**src/rtl/display_scan_controller.sv**
```systemverilog
// display_scan_controller: multiplexes DIGITS hex nibbles onto a shared 7-segment bus with anti-ghost blanking
module display_scan_controller #(
  parameter int DIGITS       = 4,
  parameter int REFRESH_DIV  = 50000,
  parameter int BLANK_CYCLES = 500
) (
  input  logic                  clk,
  input  logic                  rst,
  input  logic                  en,
  input  logic                  lz_blank,
  input  logic [4*DIGITS-1:0]   digit_values,
  input  logic [DIGITS-1:0]     dp_in,
  output logic [6:0]            seg,
  output logic                  dp,
  output logic [DIGITS-1:0]     an,
  output logic                  frame_done
);
  localparam int CW = $clog2(REFRESH_DIV);
  localparam int IW = $clog2(DIGITS);
  localparam logic [CW-1:0] LAST_CNT = CW'(REFRESH_DIV - 1);
  localparam logic [CW-1:0] BLANK_END = CW'(BLANK_CYCLES);
  localparam logic [IW-1:0] LAST_IDX = IW'(DIGITS - 1);
  localparam logic [6:0] HEX [16] = '{
    7'b1000000, 7'b1111001, 7'b0100100, 7'b0110000,
    7'b0011001, 7'b0010010, 7'b0000010, 7'b1111000,
    7'b0000000, 7'b0010000, 7'b0001000, 7'b0000011,
    7'b1000110, 7'b0100001, 7'b0000110, 7'b0001110
  };
  typedef enum logic [1:0] {IDLE, BLANK, SHOW} state_t;
  state_t state, state_n;
  logic [CW-1:0] slot_cnt, slot_n;
  logic [IW-1:0] idx, idx_n;
  logic [4*DIGITS-1:0] snap_val;
  logic [DIGITS-1:0] snap_dp, lz_mask, an_n;
  logic snap_lz, take, slot_end, last_digit, dp_n, fd_n, z;
  logic [3:0] nib;
  logic [6:0] seg_n;
  assign slot_end = slot_cnt == LAST_CNT;
  assign last_digit = idx == LAST_IDX;
  assign nib = snap_val[4*idx +: 4];
  // next-state: slot counter drives BLANK/SHOW, slot end advances digit, wrap re-snapshots
  always_comb begin
    state_n = state;
    idx_n = idx;
    slot_n = slot_cnt;
    take = 1'b0;
    if (state == IDLE) begin
      if (en) begin
        state_n = BLANK;
        idx_n = '0;
        slot_n = '0;
        take = 1'b1;
      end
    end else if (!en) begin
      state_n = IDLE;
      idx_n = '0;
      slot_n = '0;
    end else begin
      slot_n = slot_end ? '0 : slot_cnt + CW'(1);
      state_n = slot_n < BLANK_END ? BLANK : SHOW;
      if (slot_end) begin
        idx_n = last_digit ? '0 : idx + IW'(1);
        take = last_digit;
      end
    end
  end
  // leading-zero mask: digit i blank when it and every higher snapshot nibble is zero
  always_comb begin
    lz_mask = '0;
    z = snap_lz;
    for (int i = DIGITS - 1; i >= 0; i--) begin
      z = z & (snap_val[4*i +: 4] == 4'd0);
      lz_mask[i] = z && (i != 0);
    end
  end
  // output decode from current state; forced dark when idle or when en drops
  always_comb begin
    an_n = '1;
    seg_n = 7'h7F;
    dp_n = 1'b1;
    fd_n = 1'b0;
    if (state != IDLE && en) begin
      seg_n = lz_mask[idx] ? 7'h7F : HEX[nib];
      dp_n = ~snap_dp[idx];
      an_n[idx] = state != SHOW;
      fd_n = state == SHOW && last_digit && slot_end;
    end
  end
  // state, snapshot and registered outputs
  always_ff @(posedge clk) begin
    if (!rst) begin
      state <= IDLE;
      idx <= '0;
      slot_cnt <= '0;
      snap_val <= '0;
      snap_dp <= '0;
      snap_lz <= 1'b0;
      an <= '1;
      seg <= 7'h7F;
      dp <= 1'b1;
      frame_done <= 1'b0;
    end else begin
      state <= state_n;
      idx <= idx_n;
      slot_cnt <= slot_n;
      if (take) begin
        snap_val <= digit_values;
        snap_dp <= dp_in;
        snap_lz <= lz_blank;
      end
      an <= an_n;
      seg <= seg_n;
      dp <= dp_n;
      frame_done <= fd_n;
    end
  end
endmodule

```
**config.mk**
```make
export PLATFORM = sky130hd
export DESIGN_NAME = display_scan_controller
export DESIGN_NICKNAME = d
export VERILOG_FILES = /design/src/rtl/display_scan_controller.sv
export SDC_FILE = /design/constraint.sdc
export NUM_CORES = 1
export LEC_CHECK = 0
export ABC_AREA = 1
export ABC_CLOCK_PERIOD_IN_PS = 3600
export BUFFER_PORTS_ARGS = -buffer_cell sky130_fd_sc_hd__buf_2
export CAP_MARGIN = 25
export CORE_ASPECT_RATIO = 0.5
export CORE_MARGIN = 2
export CORE_UTILIZATION = 35
export CTS_BUF_LIST = sky130_fd_sc_hd__clkbuf_4
export DETAILED_ROUTE_END_ITERATION = 10
export PLACE_DENSITY = 0.51
export SYNTH_ARGS = -nofsm -noshare
export SYNTH_HDL_FRONTEND = slang
export SYNTH_SLANG_ARGS = --single-unit
```
**constraint.sdc**
```tcl
create_clock -name clk -period 3.6 [get_ports clk]
set_clock_uncertainty 0.2 [all_clocks]
set_input_delay 0.72 -clock clk [delete_from_list [all_inputs] [get_ports clk]]
set_output_delay 0.72 -clock clk [all_outputs]
set_load 0.03 [all_outputs]
```
Word-level counts from Yosys, hierarchy flattened
Memories as Yosys holds them, arrays and structs flattened. A register that Yosys moved wholly into a read port is not among the register bits.
Cells that the tools add are included.
Widths: inputs -> output; s select.
{"block": "word_totals", "register_bits": 47, "mem_bits_ro": 112, "inputBits": 24, "wordCells": 66, "memories": 1}
{"name": "(name not given)", "words": 16, "width": 7, "rd": 1, "rd_ports_with_merged_regs": 1, "wr": 0, "line_no": "83", "text": "seg_n = lz_mask[idx] ? 7'h7F : HEX[nib];"}
{"block": "classes", "n_addsub": 2, "magnitude_cmp": 3, "n_eq_ne": 6, "shifts": 1, "n_mux": 23, "n_bitwise": 9, "reduce_logical": 12}
{"operator": "$mux 16", "n": 4}
{"operator": "$mux 2", "n": 9}
{"operator": "$add 16x1->16 const B", "n": 1}
{"operator": "$eq 16x16->1 const B", "n": 1}
{"operator": "$lt 16x9->1 const B", "n": 1}
{"operator": "$shiftx 16x5->4", "n": 1}
{"operator": "$logic_not 4->1", "n": 3}
{"operator": "$mux 1", "n": 7}
{"operator": "$not 4->5", "n": 1}
{"operator": "$bmux 1 s2", "n": 2}
{"operator": "$eq 2x2->1 const B", "n": 2}
{"operator": "$logic_and 1x1->1", "n": 4}
{"operator": "$ne 2x2->1 const B", "n": 2}
{"operator": "$not 4->4", "n": 1}
{"operator": "$or 4x4->4", "n": 1}
{"operator": "$reduce_and 2->1", "n": 2}
{"operator": "$and 1x1->1", "n": 3}
{"operator": "$lt 2x3->1 const B", "n": 1}
{"operator": "$ne 3x1->1 const B", "n": 1}
{"operator": "$not 1->1", "n": 3}
{"operator": "$reduce_or 3->1", "n": 1}
{"operator": "$add 2x1->2 const B", "n": 1}
{"operator": "$demux 1 s2", "n": 1}
{"operator": "$ge 2x1->1 const B", "n": 1}
{"operator": "other kinds (2)", "n": 2}

Depth between registers and ports, before layout
Gate-level depths: netlist of run 1.
{"block": "logic_depth", "ltp_word": 7, "depth_mapped": 14}

Worst setup path after synthesis of run 1
OpenSTA, ideal clock, no wires.
{"block": "synth_timing", "path_kind": "flip-flop to flip-flop", "from": "register idx[0]", "to": "register seg[6]", "arrival_ns": 1.566, "required_time_ns": 3.273, "path_slack_ns": 1.708, "stages_incl_launch_ff": 12, "n_path_buf": 1, "path_cell_list": "dfxtp_1 -> inv_2 -> buf_2 -> o21ai_0 -> o21a_1 -> inv_1 -> ha_1 -> inv_1 -> nor2_1 -> o21bai_1 -> nand2_1 -> nand3_1"}
{"block": "synth_via", "elab_chain_cells": 3, "elab_cells_between_ends": 5, "cone_classes": "shift (1); mux (2); bitwise (1); reduce/logical (1)"}
{"item": "start, declared", "line_no": "32", "text": "logic [IW-1:0] idx, idx_n;"}
{"item": "start signal, assigned", "line_no": "104", "text": "idx <= idx_n;"}
{"item": "parallel branches: the longest is 3 deep, another holds $shiftx 16x5->4"}
{"item": "end, declared", "line_no": "13", "text": "output logic [6:0] seg,"}
Parallel ways; which one is timed is not known. The select of a mux whose other input is x is not followed.
A chain may end at the register's enable or synchronous reset.

Worst setup path after layout of run 1
Ends and elaborated chain as after synthesis.

==> qor.csv, run 1 <==
metric,value,unit
ys_seq_elements,54,
maxSlewViolCount,0,
cts_tree,yes,
worstSkewPairLatency,410,ps
netlist_instances,392,
num_io_pins,37,
wl_met3,280,um
port_buffers,36,
dp_hpwl,5070,um
post_cts_resized,0,
grt_pass1_vias,2418,
fp.coreArea,0.00789,mm2
ys_seq_area_frac,0.385,
asyncSetResetFlopFracSynth,0,
worstPathArrival,2520,ps
dp.cells,528,
cp-end-kind,flip-flop,
fp.dieH,67.3,um
critPathRequiredTime,3760,ps
clock-sinks,54,
drive_gt1_frac,0.151,
fin_nets,458,
fin_crit_sh,0.656,
firstDrtPassIters,4,
setup_viol,0,
highest_layer,met4,
ctsHoldBuffers,0,
synth_cell_types,40,
antenna_found_initial,0,
cts-root-buf,clkbuf_4,
synthesis.nets,427,
ir_drop,0.000144,V
gp_congestion,0.884,
status,"finished, final reports clean",
numCtsBuffers,5,
hold_violations,0,
finalNonFillerCells,537,
worstSetupStartpointType,flip-flop,
critPathMaxFanout,15,
dieArea,0.00880,mm2
clk_pin_slew,160,ps
dr_wl_met2,3100,um
grt_pass1_wl,11600,um
post_drt_wl_per_cell,12.7,um
cts_buffer_depth,2,
std_cell_rows,23,
cap_violations,0,
min_period,2360,ps
power.density,335,mW/mm2
viasPerCell,4.78,
layout_commonest_cell,nor2_1,
postRouteWirelength,6830,um
syn_to_final_growth,10.5,%
initial_core_util,0.356,
m1WireLength,3360,um
reg2reg_slack,1240,ps
synth_edf_count,0,
track_usage,0.168,
leakage,1.20,nW
relSlewSlack,0.665,
fin_setup_tns,0,ps
synth_area,0.00281,mm2
cts-htree-levels,2,
hold_path_class,reg2reg,
fillers,873,
via_count,2566,
crit_type,reg2reg,
die_width,131,um
rsz0062_at_grt,false,
yosysWarnings,0,
synth_ff_type,dfxtp_1,
drc,0,
grt_max_degree,30,
fmax,0.423,GHz
synth_area_per_cell,7.16,um2
gr-total-overflow,0,
ant_nets,0,
tightest_slew,501,ps
drt_iter0_drc,185,
postCtsSetupBuffers,0,
layout_common_cells,"68 x nor2_1, 62 x nand2_1, 54 x dfxtp_1, 40 x inv_1, 36 x buf_2",
## Yosys cell counts (all sizes together), types with 2 or more instances
master / instances / area [um2]
nor2: 72 / 285
inv: 42 / 163
ha: 11 / 138
o211ai: 4 / 30.0
a32oi: 2 / 25.0
clkbuf: 4 / 15.0
xor2: 3 / 33.8
nor3: 4 / 25.0
a21oi: 16 / 80.1
o32ai: 2 / 17.5
o22ai: 10 / 62.6
or2: 2 / 12.5
nand3: 34 / 185
o21ai: 42 / 214
buf: 9 / 77.6
nand2: 67 / 269
dfxtp: 54 / 1080
nand4: 8 / 50.1
## layer usage
metal  track usage  vias to the layer above
met1         0.221                     1153
met2         0.280                       50
met5             0                        -
met3        0.0388                        8
li1              -                     1355
met4        0.0505                        0
## stage by stage
| step | worst slack (ps) | total power, mW | hold WS, ps | util | area (um2) |
|---|---|---|---|---|---|
| 2_1_floorplan | 1710 | 0.730 | 230 | - | 2810 |
| 3_3_place_gp | 1370 | 0.762 | 273 | 0.386 | 3040 |
| 3_5_place_dp | 1320 | 0.763 | 278 | 0.386 | 3040 |
| 4_1_cts | 1250 | 1.05 | 300 | 0.393 | 3100 |
| 5_1_grt | 977 | 1.10 | 318 | 0.393 | 3100 |
| 6_report | 1240 | 1.04 | 286 | 0.394 | 3100 |
## power by group
| group | switching (mW) | internal, mW | total (mW) |
|---|---|---|---|
| registers | 0.0130 | 0.620 | 0.633 |
| logic | 0.0753 | 0.0414 | 0.117 |
| clock network | 0.212 | 0.0768 | 0.289 |
## state kept, by name, indices dropped and copies added, names as in the netlist
signal and flops:
snap_val 16, slot_cnt 16, snap_lz 1, frame_done 1, seg 7, snap_dp 4
dp 1, an 4, idx 2, state 2
## worst max-delay path: stages (launching register included)
cell      delay (ps)
dfxtp_1          620
inv_2            210
o21ai_0          200
inv_1             60
o21a_1           210
inv_1            150
ha_1             190
inv_1             40
nor2_1           160
o21bai_1         130
nand2_1           60
nand3_1           70
## layout make-up
type	count	area (um2)	area share
Multi-Input combinational cell	282	1470	0.473
Tap cell	112	140	0.0452
Inverter	43	168	0.0540
Sequential cell	54	1080	0.348
Clock buffer	5	37.5	0.0121
Clock inverter	3	20.0	0.00645
Antenna cell	1	2.50	0.000806
Timing Repair Buffer	37	188	0.0605
## cells by family (layout without fill, tap and decap cells)
family | Yosys count | in the layout | synth area share
DFF | 54 | 54 | 0.385
and+or+nand+nor | 189 | 189 | 0.300
xor gates and xnor gates | 4 | 4 | 0.0152
adders and majority gates | 11 | 11 | 0.0490
other | 0 | 1 | 0
buffers and inverters | 56 | 88 | 0.0927
AOI/OAI and AO/OA | 78 | 78 | 0.158
## path summary, 6_finish.rpt
| kind | from | end | cells after the start |
|---|---|---|---|
| hold / removal | snap_dp[2]$_SDFFE_PN0P_ | snap_dp[2]$_SDFFE_PN0P_ | 2 |
| setup reg to reg | idx[0]$_SDFFE_PN0P_ | seg[6]$_SDFF_PP1_ | 11 |
| setup / recovery | idx[0]$_SDFFE_PN0P_ | seg[6]$_SDFF_PP1_ | 11 |
| hold reg to reg | snap_dp[2]$_SDFFE_PN0P_ | snap_dp[2]$_SDFFE_PN0P_ | 2 |
Note: power is estimated with default switching activity, not from simulation.
==> inputs of run 2 (changes only) <==
- ABC_CLOCK_PERIOD_IN_PS: 3600 -> 2400
- clock period: 3.6 -> 2.4 ns (I/O delays scaled with it)
==> qor.csv, run 2 (synthesized netlist as in run 1, its figures left out) <==
metric,value,unit,change
status,"finished, final reports clean",,
timing.rr.start,idx[1]$_SDFFE_PN0P_,,
r2r_end,seg[5]$_SDFF_PP1_,,
ant_nets,0,,unchanged
crit_slowest_cell,dfxtp_2,,
layout_common_cells,"68 x nor2_1, 62 x nand2_1, 52 x dfxtp_1, 40 x inv_1, 36 x buf_2",,
layout_commonest_cell,nor2_1,,
die_width,131,um,unchanged
crit_top_cell,inv_1,,
setup_viol,0,,unchanged
min_from,digit_values[11],,
drc,0,,unchanged
std_cell_rows,23,,unchanged
post_cts_resized,0,,unchanged
drive_gt1_frac,0.164,,+0.0130
crit_type,reg2reg,,
crit_start,idx[1]$_SDFFE_PN0P_,,
hold_path_class,in2reg,,
cts_buffer_depth,2,,unchanged
reg2reg_slack,290,ps,-950 ps
hold_slack,92.3,ps,-194 ps
fin_ws,292,ps,-946 ps
relSlewSlack,0.633,,-0.0318
hold_end,snap_val[11]$_SDFFE_PN0P_,,
critPathRequiredTime,2500,ps,-1260 ps
worstSetupStartpointType,flip-flop,,
critPathMaxFanout,12,,-3
ir_drop,0.000175,V,+22%
postRouteWirelength,6750,um,-1.1%
cap_violations,0,,unchanged
port_buffers,36,,unchanged
cts-htree-levels,2,,unchanged
grt_pass1_vias,2458,,+1.7%
syn_to_final_growth,11.7,%,
fp.dieH,67.3,um,unchanged
maxSlewViolCount,0,,unchanged
cts-root-buf,clkbuf_4,,
holdPathStages,3,,+1
hold_violations,0,,unchanged
gr-total-overflow,0,,unchanged
num_io_pins,37,,unchanged
viasPerCell,4.84,,+1.3%
power.density,498,mW/mm2,+49%
numCtsBuffers,5,,unchanged
fin_nets,461,,+0.66%
critPathMaxStageDelay,390,ps,-230 ps
post_drt_wl_per_cell,12.5,um,-1.7%
clk_pin_slew,170,ps,about the same
fin_crit_sh,0.878,,+0.222
placed_cell_area,0.00307,mm2,+0.74%
postCtsSetupBuffers,0,,unchanged
fin_area,0.00314,mm2,+1.1%
fin_setup_tns,0,ps,unchanged
drt_iter0_drc,205,,+11%
initial_core_util,0.356,,unchanged
via_count,2614,,+1.9%
worstPathArrival,2210,ps,-310 ps
antenna_found_initial,1,,+1
firstDrtPassIters,5,,+1
clock-sinks,54,,unchanged
tightest_slew,549,ps,+47.6 ps
track_usage,0.165,,-0.00316
dieArea,0.00880,mm2,unchanged
rr_worst_depth,10,,-1
place_worst_setup_slack,230,ps,-1090 ps
dp_hpwl,5010,um,-1.2%
leakage,1.22,nW,+1.8%
fmax,0.474,GHz,+12%
fin_util,0.398,,+0.00428
ctsHoldBuffers,0,,unchanged
grt_pass1_wl,11400,um,-2.0%
grt_max_degree,29,,-3.3%
crit_family,compound AO/OA/AOI/OAI gates,,
path_buf_inv,3,,-1
path_cells,"inv_1, a21oi_1, o21ai_0, o21a_1, inv_1, ha_1, inv_1, nor2_1, o21ai_0, nand3_1",,
min_period,2110,ps,-254 ps
largest_registers,"slot_cnt x16, snap_val x16, seg x7",,
cp-end-kind,flip-flop,,
fp.coreArea,0.00789,mm2,unchanged
worstSkewPairLatency,400,ps,about the same
rsz0062_at_grt,false,,
gp_congestion,0.912,,+3.2%
cts_tree,yes,,
fillers,842,,-3.6%
[run 2: cell count changes in the layout (fill, tap and decap cells not counted)]
| cell | previous run | this run |
|---|---|---|
| dfxtp_2 | 0 | 2 |
| clkinv_4 | 0 | 2 |
| a32oi_2 | 1 | 2 |
| a32oi_1 | 1 | 0 |
| buf_4 | 1 | 4 |
| dfxtp_1 | 54 | 52 |
| clkinvlp_4 | 1 | 0 |
| inv_6 | 2 | 1 |
[run 2: worst max-delay path by stage]
stage | to | slack [ps] | cells past startpoint
global route | seg[5]$_SDFF_PP1_ | 80 | 10
detailed placement | seg[3]$_SDFF_PP1_ | 230 | 7
floorplan | seg[6]$_SDFF_PP1_ | 510 | 11
finish | seg[5]$_SDFF_PP1_ | 290 | 10
global placement | seg[3]$_SDFF_PP1_ | 240 | 7
CTS | seg[3]$_SDFF_PP1_ | 180 | 7
[run 2: metal layers]
metal,vias to the layer above,global-route usage,share of wire
li1,1362,-,-
met5,-,0,0
met3,12,0.0412,0.042
met4,0,0.0519,0.017
met1,1185,0.224,0.50
met2,55,0.262,0.44
[run 2: worst min-delay path: cells and delay by family]
kind	cells	cell delay, ps
and+or+nand+nor	1	70
buffers and inverters	1	70
AOI/OAI and AO/OA	1	50
[run 2: final cells by class]
type | count | area, um2 | share of cell area
antenna | 1 | 2.50 | 0.000798
sequential | 54 | 1080 | 0.345
clock inverter | 3 | 21.3 | 0.00678
tap | 112 | 140 | 0.0447
multi-input combinational | 282 | 1470 | 0.470
clock buffer | 5 | 37.5 | 0.0120
inverter | 43 | 168 | 0.0535
timing repair buffer | 40 | 210 | 0.0670
[run 2: through the flow]
| step | cells | total power, mW |
|---|---|---|
| 3_5_place_dp | 531 | 1.15 |
| 4_1_cts | 539 | 1.58 |
| 6_report | 540 | 1.56 |
| 2_1_floorplan | 392 | 1.09 |
| 3_3_place_gp | 531 | 1.14 |
| 5_1_grt | 540 | 1.65 |
[run 2: where the power goes]
| part | switching, mW | internal, mW |
|---|---|---|
| logic | 0.115 | 0.0639 |
| clock network | 0.319 | 0.115 |
| registers | 0.0184 | 0.930 |
| total | 0.452 | 1.11 |
